File: src/rtl/tm1638_pkg.sv
// Shared definitions for the TM1638 frame driver.
// Command bytes, FSM states and the hex-to-segment table.
package tm1638_pkg;

    localparam logic [7:0] CMD_DATA_AUTO = 8'h40;
    localparam logic [7:0] CMD_ADDR_BASE = 8'hC0;
    localparam logic [7:0] CMD_DISP_CTRL = 8'h80;

    typedef enum logic [2:0] {
        IDLE,
        SETUP,
        BIT_LO,
        BIT_HI,
        HOLD,
        GAP,
        DONE
    } state_e;

    // Segment pattern gfedcba for one hex value.
    function automatic logic [6:0] seg_rom(input logic [3:0] v);
        logic [6:0] s;
        case (v)
            4'h0:    s = 7'h3F;
            4'h1:    s = 7'h06;
            4'h2:    s = 7'h5B;
            4'h3:    s = 7'h4F;
            4'h4:    s = 7'h66;
            4'h5:    s = 7'h6D;
            4'h6:    s = 7'h7D;
            4'h7:    s = 7'h07;
            4'h8:    s = 7'h7F;
            4'h9:    s = 7'h6F;
            4'hA:    s = 7'h77;
            4'hB:    s = 7'h7C;
            4'hC:    s = 7'h39;
            4'hD:    s = 7'h5E;
            4'hE:    s = 7'h79;
            default: s = 7'h71;
        endcase
        return s;
    endfunction

endpackage

File: src/rtl/tm1638_frame_driver_hex_to_7seg.sv
// One digit encoder: hex nibble plus decimal point to a segment byte.
// The decimal point rides in bit 7 above the gfedcba pattern.
module hex_to_7seg
    import tm1638_pkg::*;
(
    input  logic [3:0] value,
    input  logic       dp,
    output logic [7:0] seg
);

    assign seg = {dp, seg_rom(value)};

endmodule

File: src/rtl/tm1638_frame_driver.sv
// TM1638 frame driver: snapshots digits, dp and LEDs, then sends the
// data-mode, addressed-burst and display-control segments on stb/clk/dio.
module tm1638_frame_driver
    import tm1638_pkg::*;
#(
    parameter int NUM_DIGITS   = 8,
    parameter int CLK_DIV      = 25,
    parameter int AUTO_REFRESH = 0,
    parameter int REFRESH_GAP  = 50000
) (
    input  logic                    _50MHz_CLK,
    input  logic                    rst_n,
    input  logic                    start,
    input  logic [4*NUM_DIGITS-1:0] digits,
    input  logic [NUM_DIGITS-1:0]   dp,
    input  logic [NUM_DIGITS-1:0]   leds,
    input  logic [2:0]              bright,
    input  logic                    disp_on,
    output logic                    busy,
    output logic                    done,
    output logic                    stb,
    output logic                    clk,
    output logic                    dio
);

    localparam int HW = (CLK_DIV > 1) ? $clog2(CLK_DIV) : 1;
    localparam int NB = 2 * NUM_DIGITS + 1;
    localparam int BW = $clog2(NB + 1);
    localparam int GW = $clog2(REFRESH_GAP + 1);

    localparam logic [HW-1:0] HALF_END = HW'(CLK_DIV - 1);
    localparam logic [BW-1:0] LAST_S2  = BW'(NB - 1);
    localparam logic [GW-1:0] GAP_END  = GW'(REFRESH_GAP - 1);
    localparam logic          AUTO_EN  = (AUTO_REFRESH != 0);

    state_e                  state_q, state_d;
    logic [HW-1:0]           half_q, half_d;
    logic [2:0]              bit_q, bit_d;
    logic [BW-1:0]           byte_q, byte_d;
    logic [1:0]              seg_q, seg_d;
    logic [GW-1:0]           gap_q, gap_d;
    logic                    armed_q, armed_d;
    logic [4*NUM_DIGITS-1:0] digits_q, digits_d;
    logic [NUM_DIGITS-1:0]   dp_q, dp_d;
    logic [NUM_DIGITS-1:0]   leds_q, leds_d;
    logic [2:0]              bright_q, bright_d;
    logic                    disp_on_q, disp_on_d;
    logic                    busy_q, busy_d;
    logic                    done_q, done_d;
    logic                    stb_q, stb_d;
    logic                    clk_q, clk_d;
    logic                    dio_q, dio_d;

    logic [7:0]    seg_byte [NUM_DIGITS];
    logic [BW-1:0] tx_idx;
    logic [BW-1:0] data_idx;
    logic [7:0]    cur_byte;
    logic [2:0]    bit_nxt;
    logic [HW-1:0] half_nxt;
    logic          half_end;
    logic          last_byte;
    logic          auto_go;

    for (genvar i = 0; i < NUM_DIGITS; i++) begin : g_dig
        hex_to_7seg u_hex (
            .value (digits_q[4*i +: 4]),
            .dp    (dp_q[i]),
            .seg   (seg_byte[i])
        );
    end

    // After bit 7 the next bit to present belongs to the following byte.
    always_comb begin
        tx_idx   = (bit_q == 3'd7) ? byte_q + BW'(1) : byte_q;
        data_idx = tx_idx - BW'(1);
        cur_byte = CMD_DATA_AUTO;
        case (seg_q)
            2'd0: cur_byte = CMD_DATA_AUTO;
            2'd1: begin
                if (tx_idx == '0) begin
                    cur_byte = CMD_ADDR_BASE;
                end else begin
                    for (int i = 0; i < NUM_DIGITS; i++) begin
                        if (data_idx[BW-1:1] == (BW-1)'(i)) begin
                            cur_byte = data_idx[0] ? {7'd0, leds_q[i]}
                                                   : seg_byte[i];
                        end
                    end
                end
            end
            default: cur_byte = CMD_DISP_CTRL
                              | {4'd0, disp_on_q, bright_q};
        endcase
    end

    assign bit_nxt   = bit_q + 3'd1;
    assign half_end  = (half_q == HALF_END);
    assign half_nxt  = half_end ? '0 : half_q + HW'(1);
    assign last_byte = (seg_q == 2'd1) ? (byte_q == LAST_S2) : 1'b1;
    assign auto_go   = AUTO_EN && armed_q && (gap_q >= GAP_END);

    always_comb begin
        state_d   = state_q;
        half_d    = half_q;
        bit_d     = bit_q;
        byte_d    = byte_q;
        seg_d     = seg_q;
        gap_d     = gap_q;
        armed_d   = armed_q;
        digits_d  = digits_q;
        dp_d      = dp_q;
        leds_d    = leds_q;
        bright_d  = bright_q;
        disp_on_d = disp_on_q;
        busy_d    = busy_q;
        done_d    = 1'b0;
        stb_d     = stb_q;
        clk_d     = clk_q;
        dio_d     = dio_q;
        case (state_q)
            IDLE: begin
                if (start || auto_go) begin
                    digits_d  = digits;
                    dp_d      = dp;
                    leds_d    = leds;
                    bright_d  = bright;
                    disp_on_d = disp_on;
                    busy_d    = 1'b1;
                    stb_d     = 1'b0;
                    half_d    = '0;
                    bit_d     = '0;
                    byte_d    = '0;
                    seg_d     = '0;
                    gap_d     = '0;
                    state_d   = SETUP;
                end else if (armed_q && gap_q < GAP_END) begin
                    gap_d = gap_q + GW'(1);
                end
            end
            SETUP: begin
                half_d = half_nxt;
                if (half_end) begin
                    clk_d   = 1'b0;
                    dio_d   = cur_byte[bit_q];
                    state_d = BIT_LO;
                end
            end
            BIT_LO: begin
                half_d = half_nxt;
                if (half_end) begin
                    clk_d   = 1'b1;
                    state_d = BIT_HI;
                end
            end
            BIT_HI: begin
                half_d = half_nxt;
                if (half_end) begin
                    if (bit_q == 3'd7 && last_byte) begin
                        state_d = HOLD;
                    end else begin
                        clk_d   = 1'b0;
                        dio_d   = cur_byte[bit_nxt];
                        bit_d   = bit_nxt;
                        state_d = BIT_LO;
                        if (bit_q == 3'd7) begin
                            byte_d = byte_q + BW'(1);
                        end
                    end
                end
            end
            HOLD: begin
                half_d = half_nxt;
                if (half_end) begin
                    stb_d   = 1'b1;
                    dio_d   = 1'b1;
                    state_d = GAP;
                end
            end
            GAP: begin
                half_d = half_nxt;
                if (half_end) begin
                    if (seg_q == 2'd2) begin
                        done_d  = 1'b1;
                        busy_d  = 1'b0;
                        state_d = DONE;
                    end else begin
                        seg_d   = seg_q + 2'd1;
                        byte_d  = '0;
                        bit_d   = '0;
                        stb_d   = 1'b0;
                        state_d = SETUP;
                    end
                end
            end
            DONE: begin
                armed_d = AUTO_EN;
                gap_d   = AUTO_EN ? GW'(1) : '0;
                state_d = IDLE;
            end
            default: state_d = IDLE;
        endcase
    end

    always_ff @(posedge _50MHz_CLK or negedge rst_n) begin
        if (!rst_n) begin
            state_q   <= IDLE;
            half_q    <= '0;
            bit_q     <= '0;
            byte_q    <= '0;
            seg_q     <= '0;
            gap_q     <= '0;
            armed_q   <= 1'b0;
            digits_q  <= '0;
            dp_q      <= '0;
            leds_q    <= '0;
            bright_q  <= '0;
            disp_on_q <= 1'b0;
            busy_q    <= 1'b0;
            done_q    <= 1'b0;
            stb_q     <= 1'b1;
            clk_q     <= 1'b1;
            dio_q     <= 1'b1;
        end else begin
            state_q   <= state_d;
            half_q    <= half_d;
            bit_q     <= bit_d;
            byte_q    <= byte_d;
            seg_q     <= seg_d;
            gap_q     <= gap_d;
            armed_q   <= armed_d;
            digits_q  <= digits_d;
            dp_q      <= dp_d;
            leds_q    <= leds_d;
            bright_q  <= bright_d;
            disp_on_q <= disp_on_d;
            busy_q    <= busy_d;
            done_q    <= done_d;
            stb_q     <= stb_d;
            clk_q     <= clk_d;
            dio_q     <= dio_d;
        end
    end

    assign busy = busy_q;
    assign done = done_q;
    assign stb  = stb_q;
    assign clk  = clk_q;
    assign dio  = dio_q;

endmodule
File: config.mk
export PLATFORM = sky130hd
export DESIGN_NAME = tm1638_frame_driver
export DESIGN_NICKNAME = d
export VERILOG_FILES = /design/src/rtl/tm1638_pkg.sv /design/src/rtl/tm1638_frame_driver_hex_to_7seg.sv /design/src/rtl/tm1638_frame_driver.sv
export SDC_FILE = /design/constraint.sdc
export NUM_CORES = 1
export LEC_CHECK = 0
export CAP_MARGIN = 20
export CORE_ASPECT_RATIO = 0.5
export CORE_MARGIN = 3
export CORE_UTILIZATION = 35
export CTS_BUF_LIST = sky130_fd_sc_hd__clkbuf_8 sky130_fd_sc_hd__clkbuf_16
export DETAILED_ROUTE_END_ITERATION = 8
export PLACE_DENSITY_LB_ADDON = 0.08
export SETUP_SLACK_MARGIN = 0.3
export SLEW_MARGIN = 20
export SYNTH_ARGS = -nofsm -noshare
export SYNTH_HDL_FRONTEND = slang
export SYNTH_SLANG_ARGS = --single-unit
File: constraint.sdc
create_clock -name _50MHz_CLK -period 10.6 [get_ports _50MHz_CLK]
set_input_delay 1.06 -clock _50MHz_CLK [delete_from_list [all_inputs] [get_ports _50MHz_CLK]]
set_output_delay 1.06 -clock _50MHz_CLK [all_outputs]
set_load 0.05 [all_outputs]
==> impl_metrics.csv, run 1 <==
group,metric,value,unit
finish,final_cell_area,7460,sq um
min_path,hold_class,"reg -> reg",
worst_setup_path,crit_start,"bit_q[0]$_DFFE_PN0P_",
worst_setup_path,r2r_end,"dio$_DFFE_PN1P_",
worst_setup_path,max_stage_delay,660,ps
timing,max_freq,181,MHz
placed_design,pre_cts_ws,5160,ps
detailed_routing,ant_nets,0,
power,cellLeakagePower,3.02,nW
global_route,grt_first_pass_wirelength,28500,um
detailed_routing,dr.pass1.iters,5,
finish,utilization,42.1,%
clock_network,ctsHoldBuffers,0,
clock_network,cts-root-buf,"clkbuf_16",
timing,rsz0062_at_grt,"no",
global_route,grt_start_max_net_pins,76,
power,peakVddDrop,0.0772,mV
worst_setup_path,cp-end-kind,"flop",
logic_synthesis,syn_nets,841,
timing,finalSetupViolations,0,
global_route,grt_pass1_vias,5221,
worst_setup_path,cpLargestDelayFamily,"compound AO/OA/AOI/OAI gates",
worst_setup_path,criticalPathCategory,"reg -> reg",
clock_network,cts_sinks,75,
worst_setup_path,r2r_slack,5070,ps
timing,final_max_slew_viol_count,0,
global_route,grt_use_total,17.9,%
power,power.density,276,nW/um^2
worst_setup_path,cp_cell_sequence,"ha_1, ha_1, xor2_2, buf_4, inv_2, ha_1, a21boi_1, a311oi_1, o32ai_4, nand2_2, o311ai_1, o32a_1, nor3_1, or4_1, a2111o_1, o22ai_2",
worst_setup_path,cp.arrival,5810,ps
global_route,grt_overflow,0,
clock_network,clk_latency,350,ps
global_route,antenna_found_initial,0,
clock_network,cts_setup_buffers,0,
logic_synthesis,synth_edf_count,0,
timing,fin_crit,5530,ps
worst_setup_path,worstSetupStartpointType,"flop",
clock_network,htree_levels,3,
placed_design,place.gp.congestion,0.939,
logic_synthesis,ys_warn_count,0,
timing,relSlewSlack,47.7,%
placed_design,io_buffers,59,
detailed_routing,post_drt_wl_per_cell,17.6,um
run,max_cap_violations,0,
placed_design,placed_cell_area,7140,sq um
worst_setup_path,reg2reg_depth,16,
detailed_routing,drtIter0Drc,363,
floorplanning,initial_utilization,36.4,%
logic_synthesis,synth_area_per_cell,8.78,sq um
worst_setup_path,cpMostUsedCell,"ha_1",
finish,area_growth,15.6,%
worst_setup_path,crit_required,10880,ps
floorplanning,die_h,102,um
timing,finalHoldViolCount,0,
logic_synthesis,synth_cell_types,87,
min_path,hold_end,"stb$_DFFE_PN1P_",
timing,skew,10.8,ps
worst_setup_path,path_buf_inv,2,
status,outcome,"completed",
clock_network,clock_path_buffers,2,
finish,drive_gt1_share,12.2,%
timing,final.setup.tns,0,ps
logic_synthesis,ys_seq_area_share,29.1,%
timing,layout_setup_ws,5070,ps
clock_network,clk_pin_slew,70,ps
logic_synthesis,synth_ff_type,"dfrtp_1",
worst_setup_path,timing.rr.start,"bit_q[0]$_DFFE_PN0P_",
detailed_routing,vias_per_cell,5.61,
detailed_routing,routed_wl,17500,um
floorplanning,row_count,34,
logic_synthesis,netlist_area,6460,sq um
floorplanning,io_pins,60,
clock_network,cts_tree,"done",
logic_synthesis,syn_inst,736,
logic_synthesis,ys_seq_elements,75,
worst_setup_path,crit_path_max_fanout,23,
clock_network,cts_resized,0,
floorplanning,core-area,17700,sq um
placed_design,hpwl,12900,um
floorplanning,die_w,198,um
min_path,holdPathStages,2,
timing,timing.final.crit_share,52.2,%
min_path,min_from,"stb$_DFFE_PN1P_",
floorplanning,die-area,20200,sq um
worst_setup_path,critPathSlowestCell,"ha_1",
finish,final_net_count,863,
logic_synthesis,async_flop_share,100,%
detailed_routing,drc,0,
clock_network,cts-buffers-inserted,9,
finish,antenna_cells,0,
timing,tightest_slew,784,ps
detailed_routing,routed-via-count,5593,
==> cell usage after synthesis, drive strengths merged, types with 6 or more instances <==
library cell  count  share of area [%]
nand2            78                4.6
dfrtp            72                 28
o21ai            64                5.0
inv              51                3.0
ha               50                9.7
nor2             45                2.7
clkbuf           37                2.2
mux2             37                6.5
a21oi            36                2.8
mux2i            22                3.4
nor3             16                1.2
a211oi           15                1.8
buf              15                1.5
nor2b            11                1.1
a31oi            10               0.97
nand2b           10               0.97
nand3             9               0.70
o211ai            9                1.0
and3              8               0.77
mux4              8                2.8
o32ai             8                1.4
a221oi            7               0.95
o22ai             7               0.87
a211o             6               0.81
nand4             6               0.77
o311ai            6               0.81
==> placed cells by master, fill, tap and decap left out, types with 11 or more instances in the layout <==
cell / count
inv_1: 50
nand2_1: 76
nor2_1: 44
a21oi_1: 36
mux2i_1: 22
dfrtp_1: 72
nor2b_1: 11
o21ai_0: 63
a211oi_1: 14
clkdlybuf4s50_1: 58
ha_1: 50
nor3_1: 15
mux2_2: 37
==> worst min-delay path, cell delays in order (launching register included) <==
cell and delay, ps:
dfstp_2 380, nand2_1 50, o21ai_0 70
==> per-stage QoR <==
stage / power (mW) / instances / hold WS, ps
after CTS: 2.06 / 997 / 508
after floorplan: 1.42 / 736 / 461
final: 2.06 / 997 / 504
after global placement: 1.71 / 981 / 487
after detailed placement: 1.71 / 981 / 494
after global routing: 2.24 / 997 / 539
==> cells by family after synthesis <==
| family | synth area share (%) |
|---|---|
| buffers and inverters | 6.66 |
| DFF | 29.1 |
| adders and majority gates | 9.69 |
| muxes | 12.7 |
| xor gates and xnor gates | 1.43 |
| and+or+nand+nor | 16.7 |
| AOI/OAI and AO/OA | 23.8 |
==> report_power, final <==
group	switching [mW]	internal (mW)
clock	0.133	0.207
combinational	0.597	0.492
sequential	0.221	0.408
==> how the worst max path moves through the flow <==
stage                       to  slack (ps)  depth (start not counted)
3_3_place_gp   dio$_DFFE_PN1P_        5310                         16
6_report       dio$_DFFE_PN1P_        5070                         16
2_1_floorplan  dio$_DFFE_PN1P_        5840                         20
5_1_grt        dio$_DFFE_PN1P_        4670                         16
4_1_cts        dio$_DFFE_PN1P_        5130                         16
3_5_place_dp   dio$_DFFE_PN1P_        5160                         16
==> flip-flops by register name (all words and copies together) (netlist names) <==
signal	flops
bright_q	3
disp_on_q	1
leds_q	8
dio	1
clk	1
half_q	5
state_q	3
seg_q	2
done	1
digits_q	32
bit_q	3
byte_q	5
busy	1
stb	1
dp_q	8
==> routing by layer <==
| metal | global-route usage [%] | up-vias | routed length [um] |
|---|---|---|---|
| met5 | 0 | - | 0 |
| met4 | 2.61 | 0 | 103 |
| met3 | 4.22 | 9 | 886 |
| met2 | 24.5 | 137 | 6980 |
| met1 | 28.5 | 2701 | 9540 |
| li1 | - | 2746 | - |
==> layout make-up <==
class                      instances  area [sq um]
clock buffer                       9           225
clock inverter                     7           100
fill                            1787         10300
inverter                          51           191
multi-input combinational        558          4150
sequential                        75          1880
tap                              234           293
timing repair buffer              63           622
Power figures use the tool's default switching activity.
==> inputs of run 2 (changes only) <==
Clock period 10.6 ns to 5.3 ns, I/O delays scaled along.
==> run 2 against run 1 <==
Against the previous run: worst setup slack lost 4300 ps; worst hold slack got worse by 370 ps; wire length rose by 2.4%; cell area is essentially flat; critical endpoint unchanged; highest routed layer unchanged.
==> impl_metrics.csv, run 2 (synthesis results as in run 1) <==
group,metric,value,unit
finish,reg.largest.list,"digits_q: 32 flops, dp_q: 8 flops, leds_q: 8 flops",
worst_setup_path,worstSetupStartpointType,"flop",
worst_setup_path,crit_required,5570,ps
detailed_routing,post_drt_wl_per_cell,17.9,um
global_route,grt_pass1_vias,5196,
finish,antenna_cells,0,
power,power.internal,2.18,mW
clock_network,cts_sinks,75,
global_route,grt_use_total,18.1,%
floorplanning,io_pins,60,
power,combPwrFrac,53.9,%
detailed_routing,dr.pass1.iters,6,
status,outcome,"completed",
global_route,grt_start_max_net_pins,76,
timing,finalSetupViolations,0,
timing,finalHoldViolCount,0,
placed_design,io_buffers,59,
timing,final.setup.tns,0,ps
finish,largest_register_ffs,32,
timing,fin_crit,4560,ps
run,max_cap_violations,0,
clock_network,htree_levels,3,
worst_setup_path,cpLargestDelayFamily,"compound AO/OA/AOI/OAI gates",
floorplanning,row_count,34,
floorplanning,die-area,20200,sq um
timing,max_freq,219,MHz
timing,timing.final.crit_share,86.0,%
detailed_routing,drc,0,
finish,final_net_count,867,
detailed_routing,routed_wl,17900,um
finish,largest-register,"digits_q",
power,power.density,545,nW/um^2
finish,fin_cells,1001,
placed_design,place.gp.congestion,0.901,
placed_design,hpwl,13300,um
timing,whs,134,ps
clock_network,clk_latency,350,ps
worst_setup_path,path_buf_inv,0,
placed_design,place_inst,984,
worst_setup_path,crit_path_max_fanout,12,
clock_network,cts_resized,0,
detailed_routing,ant_nets,0,
detailed_routing,drtIter0Drc,408,
finish,final_cell_mix,"nand2_1, dfrtp_1, o21ai_0, clkdlybuf4s50_1, inv_1",
clock_network,cts-buffers-inserted,9,
floorplanning,die_h,102,um
floorplanning,core-area,17700,sq um
timing,relSlewSlack,44.1,%
finish,area_growth,15.6,%
floorplanning,die_w,198,um
power,peakVddDrop,0.190,mV
power,p_seq_share,30.9,%
global_route,antenna_found_initial,0,
timing,tightest_slew,838,ps
global_route,grt_first_pass_wirelength,29000,um
power,cellLeakagePower,3.05,nW
clock_network,clock_path_buffers,2,
clock_network,ctsHoldBuffers,0,
worst_setup_path,criticalPathCategory,"reg -> reg",
power,power,4.07,mW
floorplanning,initial_utilization,36.4,%
worst_setup_path,critPathSlowestCell,"dfrtp_1",
worst_setup_path,max_stage_delay,530,ps
detailed_routing,routed-via-count,5655,
finish,layout_commonest_cell,"nand2_1",
worst_setup_path,cp-end-kind,"flop",
timing,final_max_slew_viol_count,0,
worst_setup_path,cp_cell_sequence,"ha_1, ha_1, mux2i_1, ha_1, a21boi_1, a311oi_1, o32ai_4, nand2_2, o311ai_1, o32a_1, nor3_1, or4_1, a2111o_1, o22ai_2",
worst_setup_path,cp.arrival,4830,ps
power,switchingPower,1.89,mW
clock_network,cts-root-buf,"clkbuf_16",
clock_network,cts_tree,"done",
detailed_routing,vias_per_cell,5.65,
clock_network,cts_setup_buffers,0,
min_path,hold_class,"in -> async",
power,p_sw_share,46.5,%
finish,drive_gt1_share,12.1,%
global_route,grt_overflow,0,
timing,skew,7.40,ps
power,clock_power_share,15.2,%
worst_setup_path,cpMostUsedCell,"ha_1",
clock_network,clk_pin_slew,60,ps
timing,rsz0062_at_grt,"no",
==> run 2: metal layers <==
| layer | track usage [%] | part of all wire (%) |
|---|---|---|
| met2 | 25.3 | 40 |
| met1 | 28.1 | 53 |
| met4 | 3.86 | 0.77 |
| met5 | 0 | 0 |
| met3 | 4.28 | 6.4 |
==> run 2: final cells by class <==
cell class | instances | area (sq um)
Clock buffer | 10 | 239
Multi-Input combinational cell | 558 | 4150
Sequential cell | 75 | 1880
Timing Repair Buffer | 67 | 661
Inverter | 51 | 191
Fill cell | 1786 | 10300
Clock inverter | 6 | 50.0
Tap cell | 234 | 293
==> run 2: worst paths after layout <==
| check | cells after the start | startpoint | endpoint | slack (ps) |
|---|---|---|---|---|
| worst min-delay path | 1 | rst_n | digits_q[24]$_DFFE_PN0P_ | 130 |
| worst min register to register | 2 | stb$_DFFE_PN1P_ | stb$_DFFE_PN1P_ | 500 |
| min in group _50MHz_CLK | 2 | stb$_DFFE_PN1P_ | stb$_DFFE_PN1P_ | 500 |
| worst max register to register | 14 | bit_q[0]$_DFFE_PN0P_ | dio$_DFFE_PN1P_ | 740 |
| max in group asynchronous | 2 | rst_n | clk$_DFFE_PN1P_ | 4520 |
| worst max-delay path | 14 | bit_q[0]$_DFFE_PN0P_ | dio$_DFFE_PN1P_ | 740 |
==> run 2: power groups by stage <==
stage	registers [mW]	clock network (mW)	logic (mW)
global route	1.33	0.661	2.45
detailed placement	1.26	0	2.17
finish	1.26	0.617	2.19
floorplan	0.996	0	1.85
global placement	1.26	0	2.16
CTS	1.26	0.636	2.18
==> run 2: through the flow <==
step | utilization (%) | area (sq um) | worst slack, ps
after floorplan | - | 6460 | 545
after global placement | 40.4 | 7160 | 1010
after detailed placement | 40.4 | 7160 | 841
after CTS | 42.0 | 7450 | 815
after global routing | 42.1 | 7470 | 398
final | 42.1 | 7470 | 742
